### src/rtl/mux_rr_sched16_if.sv
// Bundle of request/data inputs and grant/select outputs between the
// requesters and the round-robin scheduler with its folded-in 16:1 mux.
interface mux_rr_sched16_if;
  logic [15:0] req;
  logic [15:0] in;
  logic [3:0]  sel;
  logic [15:0] grant;
  logic        valid;
  logic        out;

  // Requester side: presents requests and data, observes the grant.
  modport master (
    output req, in,
    input  sel, grant, valid, out
  );

  // Scheduler side: consumes requests and data, drives the grant.
  modport slave (
    input  req, in,
    output sel, grant, valid, out
  );
endinterface

### src/rtl/mux_rr_sched16.sv
// Round-robin scheduler owning the select of a 16:1 bit mux. A grant lasts
// until its requester drops or HOLD_CYCLES expire, and every grant is
// followed by one idle cycle before the next arbitration.
module mux_rr_sched16 #(
  parameter int HOLD_CYCLES = 4
) (
  input logic           clk,
  input logic           rst,
  mux_rr_sched16_if.slave bus
);

  localparam int CW = $clog2(HOLD_CYCLES + 1);
  localparam logic [CW-1:0] HOLD_MAX = CW'(HOLD_CYCLES);

  localparam logic [0:0] IDLE  = 1'b0;
  localparam logic [0:0] GRANT = 1'b1;

  logic [0:0]    state;
  logic [3:0]    ptr;
  logic [CW-1:0] cnt;
  logic [3:0]    selQ;
  logic [15:0]   grantQ;
  logic          validQ;

  logic [3:0]    pick;
  logic          found;
  logic [3:0]    idx;
  logic          release_now;

  // Find the first active request scanning circularly from ptr.
  always_comb begin
    pick  = 4'd0;
    found = 1'b0;
    idx   = 4'd0;
    for (int k = 0; k < 16; k++) begin
      idx = ptr + 4'(k);
      if (!found && bus.req[idx]) begin
        pick  = idx;
        found = 1'b1;
      end
    end
  end

  // The owner loses the channel when it drops its request or its time is up.
  always_comb begin
    release_now = !bus.req[selQ] || (cnt == HOLD_MAX);
  end

  // Grant FSM: arbitrate in IDLE, count and release in GRANT.
  always_ff @(posedge clk) begin
    if (rst) begin
      state  <= IDLE;
      ptr    <= 4'd0;
      cnt    <= '0;
      selQ   <= 4'd0;
      grantQ <= 16'd0;
      validQ <= 1'b0;
    end else begin
      case (state)
        IDLE: begin
          if (found) begin
            selQ   <= pick;
            grantQ <= 16'd1 << pick;
            validQ <= 1'b1;
            cnt    <= CW'(1);
            state  <= GRANT;
          end
        end
        GRANT: begin
          if (release_now) begin
            grantQ <= 16'd0;
            validQ <= 1'b0;
            ptr    <= selQ + 4'd1;
            state  <= IDLE;
          end else begin
            cnt <= cnt + CW'(1);
          end
        end
        default: state <= IDLE;
      endcase
    end
  end

  // Registered grant state drives the bus; the mux output is gated by valid.
  always_comb begin
    bus.sel   = selQ;
    bus.grant = grantQ;
    bus.valid = validQ;
    bus.out   = validQ & bus.in[selQ];
  end

endmodule

### src/flat_wrapper.sv
// flat-port wrapper written by rule: the top's interface ports become plain ports
module mux_rr_sched16_flat 
#(
  parameter int HOLD_CYCLES = 4
)
  (clk, rst, bus_req, bus_in, bus_sel, bus_grant, bus_valid, bus_out);
  mux_rr_sched16_if bus_i ();
  input logic clk;
  input logic rst;
  input wire logic [$bits(bus_i.req)-1:0] bus_req;
  input wire logic [$bits(bus_i.in)-1:0] bus_in;
  output wire logic [$bits(bus_i.sel)-1:0] bus_sel;
  output wire logic [$bits(bus_i.grant)-1:0] bus_grant;
  output wire logic [$bits(bus_i.valid)-1:0] bus_valid;
  output wire logic [$bits(bus_i.out)-1:0] bus_out;
  assign bus_i.req = bus_req;
  assign bus_i.in = bus_in;
  assign bus_sel = bus_i.sel;
  assign bus_grant = bus_i.grant;
  assign bus_valid = bus_i.valid;
  assign bus_out = bus_i.out;
  mux_rr_sched16 #(.HOLD_CYCLES(HOLD_CYCLES)) u_core (.clk(clk), .rst(rst), .bus(bus_i));
endmodule
### config.mk
export PLATFORM = sky130hd
export DESIGN_NAME = mux_rr_sched16_flat
export DESIGN_NICKNAME = d
export VERILOG_FILES = /design/src/rtl/mux_rr_sched16_if.sv /design/src/rtl/mux_rr_sched16.sv /design/src/flat_wrapper.sv
export SDC_FILE = /design/constraint.sdc
export NUM_CORES = 1
export LEC_CHECK = 0
export ABC_AREA = 1
export BUFFER_PORTS_ARGS = -buffer_cell sky130_fd_sc_hd__buf_2
export CAP_MARGIN = 20
export CELL_PAD_IN_SITES_DETAIL_PLACEMENT = 1
export CELL_PAD_IN_SITES_GLOBAL_PLACEMENT = 2
export CORE_MARGIN = 2
export CORE_UTILIZATION = 30
export DETAILED_ROUTE_END_ITERATION = 12
export GPL_ROUTABILITY_DRIVEN = 0
export PLACE_DENSITY_LB_ADDON = 0.1
export SLEW_MARGIN = 20
export SYNTH_ARGS = -nofsm -noshare
export SYNTH_HDL_FRONTEND = slang
export SYNTH_SLANG_ARGS = --single-unit
### constraint.sdc
create_clock -name clk -period 3.7 [get_ports clk]
set_input_delay 0.74 -clock clk [delete_from_list [all_inputs] [get_ports clk]]
set_output_delay 0.74 -clock clk [all_outputs]
set_load 0.005 [all_outputs]
==> results of run 1 <==
==> state kept, by name (all words and copies together) (netlist names) <==
register	cells
u_core.bus.grant	16
u_core.bus.sel	4
u_core.ptr	4
u_core.cnt	3
u_core.bus.valid	1
u_core.state	1
==> layout make-up <==
| class | count | area (um2) | area share, % |
|---|---|---|---|
| inverter | 69 | 264.0 | 5.912 |
| timing repair inverter | 1 | 5.005 | 0.1121 |
| timing repair buffer | 96 | 606.8 | 13.59 |
| tap | 143 | 178.9 | 4.007 |
| sequential | 29 | 581.8 | 13.03 |
| multi-input combinational | 478 | 2686 | 60.16 |
| clock buffer | 7 | 142.6 | 3.194 |
==> metrics by stage <==
step	utilization [%]	setup TNS (ps)
2_1_floorplan	-	0
3_3_place_gp	35.40	0
3_5_place_dp	35.40	0
4_1_cts	36.65	0
5_1_grt	39.11	-302.7
6_report	39.11	0
==> worst max path at each step <==
stage                                     end  slack (ps)  cells after the start
after floorplan           u_core.bus.grant[0]         340                     24
after global placement    u_core.bus.grant[8]         160                     22
after detailed placement  u_core.bus.grant[9]          80                     22
after CTS                 u_core.bus.grant[8]          60                     22
after global routing      u_core.bus.grant[5]         -60                     24
final                     u_core.bus.grant[9]         220                     18
==> per-layer routing <==
layer / track usage, % / routed length (um) / vias to the layer above
li1: - / - / 2136
met1: 29.41 / 6505 / 2080
met2: 39.52 / 6918 / 53
met3: 1.404 / 303 / 12
met4: 4.146 / 146 / 0
met5: 0 / 0 / -
==> worst max-delay path, stage by stage (launching register included) <==
cell and delay [ps]:
dfxtp_1 320, buf_4 170, ha_1 210, nand2_1 110, xor2_2 310, nand3_1 180, nand2_1 180, nand4_2 140
nor2_4 150, nand4_2 130, nor2_4 150, nand4_2 130, nor2_4 170, buf_4 140, nand4_2 130, or2_4 320
a21oi_4 240, nand2_1 100, a21oi_1 130
==> cell families (layout without fill, tap and decap cells) <==
family,after synthesis,in the layout
xor gates and xnor gates,11,11
DFF,29,29
and+or+nand+nor,378,378
adders and majority gates,11,11
buffers and inverters,87,173
AOI/OAI and AO/OA,78,78
==> placed cells by master (no fill, tap or decap), types with 3 or more instances in the layout <==
| cell | synthesis | routed |
|---|---|---|
| a21oi_1 | 18 | 18 |
| o21ai_1 | 5 | 4 |
| nand3_2 | 5 | 3 |
| nand2_4 | 4 | 7 |
| o21a_1 | 3 | 3 |
| nor2_2 | 2 | 8 |
| a21oi_2 | 9 | 8 |
| inv_1 | 54 | 52 |
| o21ai_0 | 26 | 26 |
| nand2_1 | 146 | 145 |
| inv_2 | 12 | 13 |
| dfxtp_1 | 29 | 28 |
| nor2_4 | 5 | 5 |
| nand4_2 | 6 | 5 |
| buf_2 | 4 | 55 |
| nand2_2 | 6 | 4 |
| ha_1 | 11 | 9 |
| clkbuf_16 | 0 | 5 |
| xor2_2 | 4 | 5 |
| o221ai_1 | 6 | 6 |
| nor2_1 | 76 | 70 |
| o211ai_1 | 4 | 4 |
| xor2_1 | 5 | 3 |
| nand3_1 | 111 | 111 |
| buf_4 | 4 | 38 |
| nand4_1 | 13 | 13 |
==> what timing repair did <==
action                     CTS  global route
setup buffers                0            17
hold buffers                 0             0
gates resized for setup      0            30
setup endpoints to repair    0            23
==> metrics.cfg, run 1 <==
[drt]
drt_iter0_drc=147
firstDrtPassIters=4
avgViaCountPerCell=5.202
wl_per_cell_um=16.86
num_vias=4281
wirelength_um=13870
antenna_left=0
drc=0

[synthesis]
synth_ff_type=dfxtp_1
synth_mux_area_share_pct=0
synth_nets=639
synth.avg_cell_area_um2=5.923
ys_types=40
synth_top_family_by_area=simple AND/OR/NAND/NOR gates
synthAdderAreaFrac_pct=3.912
synth-edff-count=0
synth_top_area_share_pct=16.50
syn_inst=594
synthTopCellsByCount=146 x nand2_1, 111 x nand3_1, 76 x nor2_1
async_flop_share_pct=0
ys_warn_count=0
synth-xor-area-share_pct=4.339
synth.area.top_cells=dfxtp_1 17%, nand3_1 16%, nand2_1 16%
syn_area_um2=3518
synth_compound_area_share_pct=13.80
seq_area_frac_synth_pct=16.50
synth-simple-area-share_pct=50.92
netlist.top_cell.by_area=dfxtp_1
ys_ff_latch=29
yosys.cell_count.top_type=nand2_1

[placed_design]
pre_cts_ws_ps=81.88
placed_area_um2=4043
dp_hpwl_um=11330
dp.cells=798
portBuffers=55

[worst_setup_path]
crit_arrival_ps=3680
r2r_slack_ps=220
rr_startpoint=u_core.ptr[1]
r2r_cells=18
cp-start-kind=flip-flop
cp_data_required_time_ps=3900
setup.worst_path.end_class=flip-flop
r2r_end=u_core.bus.grant[9]
setup.worst_path.start=u_core.ptr[1]
crit_type=reg2reg
path_max_fanout=6

[clocking]
cts_tree=done
cts-htree-levels=2
cts_root_buf=clkbuf_16
cts_sinks=29
numCtsBuffers=5
clk_path_buf_depth=2
cts.reportedPaths.clkPinSlew_ps=50
clock_latency_ps=270

[timing]
worst-slew-pin-transition_ps=630.3
fin_ws_ps=217.8
period_minus_slack_ps=3482
max_freq_mhz=287.2
finalSetupViolations=0
period_share_pct=94.11
skew_ps=3.999
finalHoldViolCount=0
relSlewSlack_pct=57.54
rsz0062_at_grt=yes
whs_ps=462.7
maxSlewViolCount=0

[floorplan]
fp.dieArea_um2=12610
io_pins=56
coreArea_um2=11420
placementRows=39
initial_core_util_pct=30.81
fp.dieW_um=112.3
die_y_um=112.3

[finish]
fillerInstances=1554
drive_gt1_share_pct=26.18
final_area_um2=4466
final_cells=823
syn2layout_area_growth_pct=26.92
nets=725
diodes=0

[global_route]
grt_usage_pct=22.04
grt_max_degree=22
gr-total-overflow=0
grt_pass1_wl_um=22670
antenna_found_initial=0
grt_pass1_vias=4378

[hold_path]
min_path_type=reg2reg
hold_end=u_core.bus.grant[14]
whs_path_depth=2
hold_start=u_core.bus.grant[14]

[status]
run_status=finished clean

[flow_run]
maxCapViolCount=0

Power of run 1 is not shown: default switching activity piles up to over one toggle a cycle in this logic, so the estimate is an artifact.
==> inputs of run 2 (changes only) <==
--- a/config.mk
+++ b/config.mk
@@ -14,6 +14,7 @@
 export CORE_UTILIZATION = 30
 export DETAILED_ROUTE_END_ITERATION = 12
 export GPL_ROUTABILITY_DRIVEN = 0
+export HOLD_SLACK_MARGIN = 0.15
 export PLACE_DENSITY_LB_ADDON = 0.1
 export SLEW_MARGIN = 20
 export SYNTH_ARGS = -nofsm -noshare
==> constraint.sdc (replaced) <==
create_clock -name clk -period 3.7 [get_ports clk]
set_input_delay 0.74 -clock clk [delete_from_list [all_inputs] [get_ports clk]]
set_output_delay 0.74 -clock clk [all_outputs]
set_load 0.1 [all_outputs]
==> metrics.cfg, run 2 (synthesis results as in run 1) <==
[finish]
layout_commonest_cell=nand2_1
syn2layout_area_growth_pct=26.10
diodes=0
largest_reg_flops=16
postLayoutCoreUtil_pct=38.86
nets=720
drive_gt1_share_pct=26.18
most-common-layout-cells=144 x nand2_1, 110 x nand3_1, 71 x nor2_1

[clocking]
cts.reportedPaths.clkPinSlew_ps=50
numCtsBuffers=5
cts-htree-levels=2
cts_tree=done
clk_path_buf_depth=2
cts_sinks=29
postCtsHoldBufs=0
cts_root_buf=clkbuf_16
clock_latency_ps=270

[drt]
wl_met2_um=6781
maxUsedRoutingLayer=met4
wl_met1_um=6245
firstDrtPassIters=5
avgViaCountPerCell=5.151
wirelength_um=13730
wl_per_cell_um=16.76
num_vias=4219
drt_iter0_drc=147
antenna_left=0
dr_wl_met3_um=469
drc=0

[worst_setup_path]
path_max_fanout=10
r2r_slack_ps=250
crit_arrival_ps=3600
cp-endpoint=u_core.bus.grant[5]
r2r_cells=22
cp_data_required_time_ps=3850
cp-start-kind=flip-flop
rr_startpoint=u_core.ptr[1]
crit_type=reg2reg
setup.worst_path.end_class=flip-flop
setup.worst_path.start=u_core.ptr[1]
r2r_end=u_core.bus.grant[5]

[hold_path]
min_path_type=reg2reg

[floorplan]
fp.dieW_um=112.3
coreArea_um2=11420
die_y_um=112.3
initial_core_util_pct=30.81
placementRows=39
fp.dieArea_um2=12610
io_pins=56

[global_route]
grt_usage_pct=22.04
gr-total-overflow=0
grt_pass1_vias=4260
antenna_found_initial=0
grt_pass1_wl_um=22450
grt_max_degree=22

[timing]
whs_ps=462.6
fin_ws_ps=245.9
worst-slew-pin-transition_ps=632.4
max_freq_mhz=289.5
maxSlewViolCount=0
period_share_pct=93.35
finalSetupViolations=0
relSlewSlack_pct=57.84
period_minus_slack_ps=3454
finalHoldViolCount=0
skew_ps=3.700

[flow_run]
maxCapViolCount=0

[status]
run_status=finished clean

[placed_design]
pre_cts_ws_ps=45.03
portBuffers=55
dp_hpwl_um=11310

==> run 2: changes by cell type in the layout (fill, tap and decap cells not counted), sizes merged <==
cell    change
clkinv      +2
clkbuf      -1
buf         -5
==> run 2: how the worst min path moves through the flow <==
stage	startpoint	endpoint	slack (ps)	cells after the start
final	u_core.bus.grant[9]	u_core.bus.grant[9]	460	2
after global routing	u_core.bus.grant[9]	u_core.bus.grant[9]	480	2
after CTS	u_core.bus.grant[9]	u_core.bus.grant[9]	470	2
after detailed placement	u_core.bus.grant[9]	u_core.bus.grant[9]	460	2
after global placement	u_core.bus.grant[11]	u_core.bus.grant[11]	450	2
after floorplan	u_core.cnt[1]	u_core.cnt[1]	460	2
==> run 2: cell type report <==
class,count,area (um2)
Inverter,69,264.0
Clock buffer,6,128.9
Timing Repair inverter,1,7.507
Multi-Input combinational cell,478,2691
Clock inverter,2,10.01
Tap cell,143,178.9
Timing Repair Buffer,91,573.1
Fill cell,1562,6982
Sequential cell,29,583.1
==> run 2: timing repair <==
item,4_1_cts,5_1_grt
setup endpoints to repair,0,24
gates resized for setup,0,34
buffers inserted,0,13
==> run 2: critical path, stage by stage, from the launching register on <==
cell	delay (ps)
dfxtp_1	310
buf_4	180
buf_6	160
ha_1	230
xor2_2	200
inv_1	90
nand3_1	120
nand2_4	140
nand4_2	150
nor2_4	170
nand4_2	140
nor2_4	150
nand4_2	120
nor2_4	220
nand2_1	120
nor2_4	150
nand2_1	120
nand2_4	130
inv_2	80
nand3_2	110
nor2_1	70
nor2_1	110
nor2_1	50
==> run 2: routing by layer <==
| metal | GRT usage, % | vias to the layer above |
|---|---|---|
| met1 | 29.02 | 2017 |
| met3 | 2.214 | 11 |
| met4 | 6.667 | 0 |
| met2 | 38.15 | 67 |
| li1 | - | 2124 |
| met5 | 0 | - |
==> run 2: through the flow <==
stage	TNS (ps)	instance area, um2	std cells
after detailed placement	0	4039	797
final	0	4437	819
after global placement	0	4039	797
after CTS	0	4178	805
after global routing	-30.62	4437	819
after floorplan	0	3522	594
Power of run 2 is left out for the same reason.
